## config.mk

```make
export PLATFORM = sky130hd
export DESIGN_NAME = seqdet_sched
export DESIGN_NICKNAME = d
export VERILOG_FILES = /design/src/rtl/seqdet_sched.sv
export SDC_FILE = /design/constraint.sdc
export NUM_CORES = 1
export LEC_CHECK = 0
export ABC_AREA = 1
export ABC_CLOCK_PERIOD_IN_PS = 2400
export BUFFER_PORTS_ARGS = -buffer_cell sky130_fd_sc_hd__buf_2
export CAP_MARGIN = 10
export CELL_PAD_IN_SITES_DETAIL_PLACEMENT = 1
export CELL_PAD_IN_SITES_GLOBAL_PLACEMENT = 2
export CORE_MARGIN = 2
export CORE_UTILIZATION = 30
export CTS_CLUSTER_SIZE = 20
export DETAILED_ROUTE_END_ITERATION = 8
export PLACE_DENSITY = 0.8
export SLEW_MARGIN = 10
export SYNTH_ARGS = -nofsm -noshare
export SYNTH_HDL_FRONTEND = slang
export SYNTH_SLANG_ARGS = --single-unit
```

## constraint.sdc

```tcl
create_clock -name clk -period 2.4 [get_ports clk]
set_input_delay 0.72 -clock clk [delete_from_list [all_inputs] [get_ports clk]]
set_output_delay 0.72 -clock clk [all_outputs]
set_load 0.03 [all_outputs]
```

## src/rtl/seqdet_sched.sv

```systemverilog
// seqdet_sched: round-robin scheduler that time-shares one bit-serial Moore
// sequence detector among four parallel-word requesters and counts its matches.
module seqdet_sched #(
  parameter int WIDTH = 8,
  parameter int CW    = 4
) (
  input  logic             clk,
  input  logic             rst,
  input  logic [3:0]       req,
  input  logic [WIDTH-1:0] data0,
  input  logic [WIDTH-1:0] data1,
  input  logic [WIDTH-1:0] data2,
  input  logic [WIDTH-1:0] data3,
  output logic [3:0]       ack,
  output logic             det_rst_n,
  output logic             det_x,
  input  logic             det_z,
  output logic             res_valid,
  input  logic             res_ready,
  output logic [1:0]       res_ch,
  output logic [CW-1:0]    res_cnt,
  output logic             res_hit,
  output logic             busy
);

  localparam int IW = (WIDTH > 2) ? $clog2(WIDTH) : 1;
  localparam logic [IW-1:0] LAST_IDX = IW'(WIDTH - 1);
  localparam logic [CW-1:0] CNT_MAX  = {CW{1'b1}};

  typedef enum logic [2:0] {
    S_IDLE  = 3'd0,
    S_CLR   = 3'd1,
    S_SHIFT = 3'd2,
    S_DRAIN = 3'd3,
    S_DONE  = 3'd4
  } state_t;

  // Returns {found, channel}; search begins one past the last granted channel.
  function automatic logic [2:0] rr_pick(input logic [3:0] r, input logic [1:0] last);
    logic [2:0] res;
    logic [1:0] c;
    res = 3'b000;
    for (int i = 1; i <= 4; i++) begin
      c = last + 2'(i);
      if (!res[2] && r[c]) begin
        res = {1'b1, c};
      end else begin
        res = res;
      end
    end
    return res;
  endfunction

  function automatic logic [WIDTH-1:0] sel_word(input logic [1:0] ch,
                                                input logic [WIDTH-1:0] d0,
                                                input logic [WIDTH-1:0] d1,
                                                input logic [WIDTH-1:0] d2,
                                                input logic [WIDTH-1:0] d3);
    logic [WIDTH-1:0] w;
    case (ch)
      2'd0:    w = d0;
      2'd1:    w = d1;
      2'd2:    w = d2;
      2'd3:    w = d3;
      default: w = {WIDTH{1'b0}};
    endcase
    return w;
  endfunction

  state_t           state_r, state_s;
  logic [1:0]       last_r;
  logic [WIDTH-1:0] sh_r;
  logic [IW-1:0]    idx_r;
  logic [CW-1:0]    cnt_r;
  logic [3:0]       ack_r;
  logic             det_rst_n_r, det_x_r, res_valid_r, res_hit_r, busy_r;
  logic [1:0]       res_ch_r;
  logic [CW-1:0]    res_cnt_r;

  logic [2:0]       pick_s;
  logic             grant_s, sample_s;
  logic [CW-1:0]    cnt_nx_s;
  logic [WIDTH-1:0] word_s;

  // Next-state, grant decision and saturating match-count update.
  always_comb begin
    state_s  = state_r;
    pick_s   = rr_pick(req, last_r);
    grant_s  = 1'b0;
    word_s   = sel_word(pick_s[1:0], data0, data1, data2, data3);
    // SHIFT index 0 still sees the cleared detector, so it is not sampled.
    sample_s = ((state_r == S_SHIFT) && (idx_r != {IW{1'b0}})) || (state_r == S_DRAIN);
    if (sample_s && det_z && (cnt_r != CNT_MAX)) begin
      cnt_nx_s = cnt_r + CW'(1);
    end else begin
      cnt_nx_s = cnt_r;
    end
    case (state_r)
      S_IDLE: begin
        if (pick_s[2]) begin
          state_s = S_CLR;
          grant_s = 1'b1;
        end else begin
          state_s = S_IDLE;
        end
      end
      S_CLR:   state_s = S_SHIFT;
      S_SHIFT: begin
        if (idx_r == LAST_IDX) begin
          state_s = S_DRAIN;
        end else begin
          state_s = S_SHIFT;
        end
      end
      S_DRAIN: state_s = S_DONE;
      S_DONE: begin
        if (res_valid_r && res_ready) begin
          state_s = S_IDLE;
        end else begin
          state_s = S_DONE;
        end
      end
      default: state_s = S_IDLE;
    endcase
  end

  // State register.
  always_ff @(posedge clk or negedge rst) begin
    if (!rst) begin
      state_r <= S_IDLE;
    end else begin
      state_r <= state_s;
    end
  end

  // Datapath and registered outputs, all derived from the upcoming state.
  always_ff @(posedge clk or negedge rst) begin
    if (!rst) begin
      last_r      <= 2'd3;
      sh_r        <= {WIDTH{1'b0}};
      idx_r       <= {IW{1'b0}};
      cnt_r       <= {CW{1'b0}};
      ack_r       <= 4'b0000;
      det_rst_n_r <= 1'b0;
      det_x_r     <= 1'b0;
      res_valid_r <= 1'b0;
      res_ch_r    <= 2'd0;
      res_cnt_r   <= {CW{1'b0}};
      res_hit_r   <= 1'b0;
      busy_r      <= 1'b0;
    end else begin
      ack_r       <= grant_s ? (4'b0001 << pick_s[1:0]) : 4'b0000;
      det_rst_n_r <= (state_s != S_CLR);
      det_x_r     <= (state_s == S_SHIFT) ? sh_r[WIDTH-1] : 1'b0;
      busy_r      <= (state_s != S_IDLE);
      res_valid_r <= (state_s == S_DONE);
      if (grant_s) begin
        last_r   <= pick_s[1:0];
        res_ch_r <= pick_s[1:0];
        sh_r     <= word_s;
        idx_r    <= {IW{1'b0}};
        cnt_r    <= {CW{1'b0}};
      end else begin
        cnt_r <= cnt_nx_s;
        if (state_s == S_SHIFT) begin
          sh_r <= {sh_r[WIDTH-2:0], 1'b0};
        end
        if (state_r == S_SHIFT) begin
          idx_r <= idx_r + IW'(1);
        end
      end
      // The DRAIN sample is the last one, so the result is frozen here.
      if (state_r == S_DRAIN) begin
        res_cnt_r <= cnt_nx_s;
        res_hit_r <= (cnt_nx_s != {CW{1'b0}});
      end
    end
  end

  assign ack       = ack_r;
  assign det_rst_n = det_rst_n_r;
  assign det_x     = det_x_r;
  assign res_valid = res_valid_r;
  assign res_ch    = res_ch_r;
  assign res_cnt   = res_cnt_r;
  assign res_hit   = res_hit_r;
  assign busy      = busy_r;

endmodule

```

==> qor.yml <==
outcome:
  status: "completed"
die:
  start_util_pct: 31.4
  die_x_um: 88.8
  die_h_um: 88.8
  ios: 55
  rows: 30
  core_um2: 6870
  dieArea_um2: 7890
logic_synthesis:
  ys_warn_count: 0
  synthDistinctLibCells: 33
  ys_seq_area_share_pct: 40.7
  syn_area_um2: 2160
  ys_ff_latch: 35
  synth_fp_nets: 313
  avgSynthCellArea_um2: 8.02
  syn_inst: 269
critical_path:
  crit_type: "reg -> reg"
  path_delay_family: "simple AND/OR/NAND/NOR gates"
  crit_path_max_incr_delay_ns: 0.60
  cpMaxStageDelayCell: "dfstp_2"
  crit_arrival_ns: 2.43
  critPathMaxFanout: 9
  crit_buf_inv: 4
  worstSetupStartpointType: "flip-flop"
  r2r_end: "sh_r[5]"
  rr_worst_depth: 15
  critPathMostFrequentCell: "nand2_1"
  r2r_start: "last_r[0]"
  end_kind: "flip-flop"
  crit_required_ns: 2.62
  reg2reg_slack_ns: 0.19
  crit_chain: "buf_4 -> nand2_1 -> nand3_1 -> nand2_2 -> nor2_8 -> nand3_2 -> buf_4 -> nand3_2 -> nand2_8 -> buf_12 -> nand3b_1 -> nand2_1 -> inv_2 -> nand2_1 -> a21oi_2"
grt:
  grt_pass1_wl_mm: 9.69
  gr-usage-all-layers_pct: 16.0
  gr-total-overflow: 0
  antenna_found_initial: 0
  grt_max_degree: 36
  grt_pass1_vias: 2120
cells_and_area:
  final_cell_mix: "nand2_1 (54), buf_2 (54), dfrtp_1 (33), nand3_1 (31), inv_1 (25)"
  multi_input_area_um2: 1120
  num_antenna_cells: 0
  fin_area_um2: 2750
  area_delta_synth_final_pct: 27.6
  num-fill-cells: 869
  regArea_um2: 878
  fin_nets: 385
  final_layout_size_suffix_gt1_share_pct: 34.5
min_path:
  hold-path-endpoint: "res_ch[1]"
  worstHoldPathCells: 2
  min_path_type: "reg -> reg"
  min_from: "res_ch[1]"
clock_tree:
  cts_root_buf: "clkbuf_8"
  clkTransAtPathRegs_ns: 0.07
  clockBufferDepth: 2
  cts_made_buffers: 5
  ctsHoldBuffers: 0
  numClockSinks: 35
  cts_tree: "done"
  clock_latency_ns: 0.29
  htree_levels: 2
drt:
  route.vias.total: 2054
  dr.pass1.iters: 4
  remaining_drc_errors: 0
  drtIter0Drc: 52
  routed_via_density: 4.69
  wl_per_cell_um: 13.7
  detail_route.wirelength_mm: 6.00
  antenna_left: 0
sta:
  rsz0062_at_grt: "no"
  hold_viol: 0
  maxSlewViolCount: 0
  clock-skew-final_ns: 0.00446
  tightestPinTransition_ns: 0.780
  period_share_pct: 92.2
  max_slew_margin_pct: 48.0
  setup_viol: 0
  min_period_ns: 2.21
  fmax_mhz: 452
flow_run:
  cap_violations: 0
placement:
  dp_hpwl_mm: 4.43
  gp_congestion: 0.725
  placed_cell_area_um2: 2560
  port_buffers: 54
[cell families (layout without fill, tap and decap cells)]
logic type	after synthesis	count (layout)	share of synthesized area, %
flip-flops	35	35	40.7
XOR/XNOR	3	3	1.22
AO/OA/AOI/OAI	35	35	8.75
buffers and inverters	41	111	10.0
AND/OR/NAND/NOR	151	154	37.0
adder cells (fa/ha/maj)	4	4	2.32
[cell usage after synthesis, drive strengths merged]
cell type  instances  share of area (%)
ha                 4                2.3
a41oi              1               0.41
xnor2              2               0.81
a21oi              7                1.8
dfrtp             33                 38
nand3             41                 12
nor3               1               0.23
nand4              5                1.7
xor2               1               0.41
o21ai             25                6.0
dfstp              2                2.4
buf                8                3.8
a31oi              2               0.58
inv               33                6.2
nor2              29                6.4
nand2             66                 14
nand3b             9                3.1
[sequential cells by signal, summed over array words and instances, names as in the netlist, 2 cells and up]
signal   count
ack          4
cnt_r        4
idx_r        3
last_r       2
res_ch       2
res_cnt      4
sh_r         8
state_r      3
[per-stage QoR]
step	hold WS, ns	setup slack, ns	std cells	utilization [%]	TNS [ns]
floorplan	0.424	0.429	269	-	0
global placement	0.471	-0.134	422	37.3	-0.843
detailed placement	0.482	-0.202	422	37.3	-1.30
CTS	0.500	0.0949	430	38.5	0
global route	0.534	0.0110	438	40.1	0
finish	0.489	0.187	438	40.1	0
[layout make-up]
class / instances / share of cell area, %
Multi-Input combinational cell: 196 / 40.7
Sequential cell: 35 / 31.9
Timing Repair Buffer: 70 / 15.1
Inverter: 33 / 5.04
Tap cell: 96 / 4.36
Clock buffer: 8 / 2.91
[worst register-to-register path: stages (launching register included)]
cell,delay (ns)
dfstp_2,0.60
buf_4,0.16
nand2_1,0.07
nand3_1,0.10
nand2_2,0.09
nor2_8,0.12
nand3_2,0.10
buf_4,0.16
nand3_2,0.11
nand2_8,0.11
buf_12,0.16
nand3b_1,0.08
nand2_1,0.07
inv_2,0.05
nand2_1,0.06
a21oi_2,0.11
[worst max path at each step]
stage                         start       to  slack, ns  depth (start not counted)
after global routing      last_r[0]  sh_r[1]       0.01                         16
after detailed placement     req[3]  sh_r[2]      -0.20                         13
after global placement       req[3]  sh_r[2]      -0.13                         13
after floorplan              req[0]  sh_r[0]       0.43                         12
final                     last_r[0]  sh_r[5]       0.19                         15
after CTS                 last_r[0]  sh_r[2]       0.09                         15
[per-layer routing]
layer | vias to the layer above | wire [µm] | global-route usage, %
li1 | 1022 | - | -
met1 | 978 | 2790 | 21.0
met2 | 48 | 2890 | 26.3
met3 | 6 | 243 | 3.45
met4 | 0 | 72 | 4.96
met5 | - | 0 | 0
[timing repair]
item	CTS	global route
buffers inserted	0	5
pin swaps	0	3
cloned	0	3
resized for setup	1	11
setup endpoints to repair	8	11
Power is not shown: default switching activity piles up to over one toggle a cycle in this logic, so the estimate is an artifact.
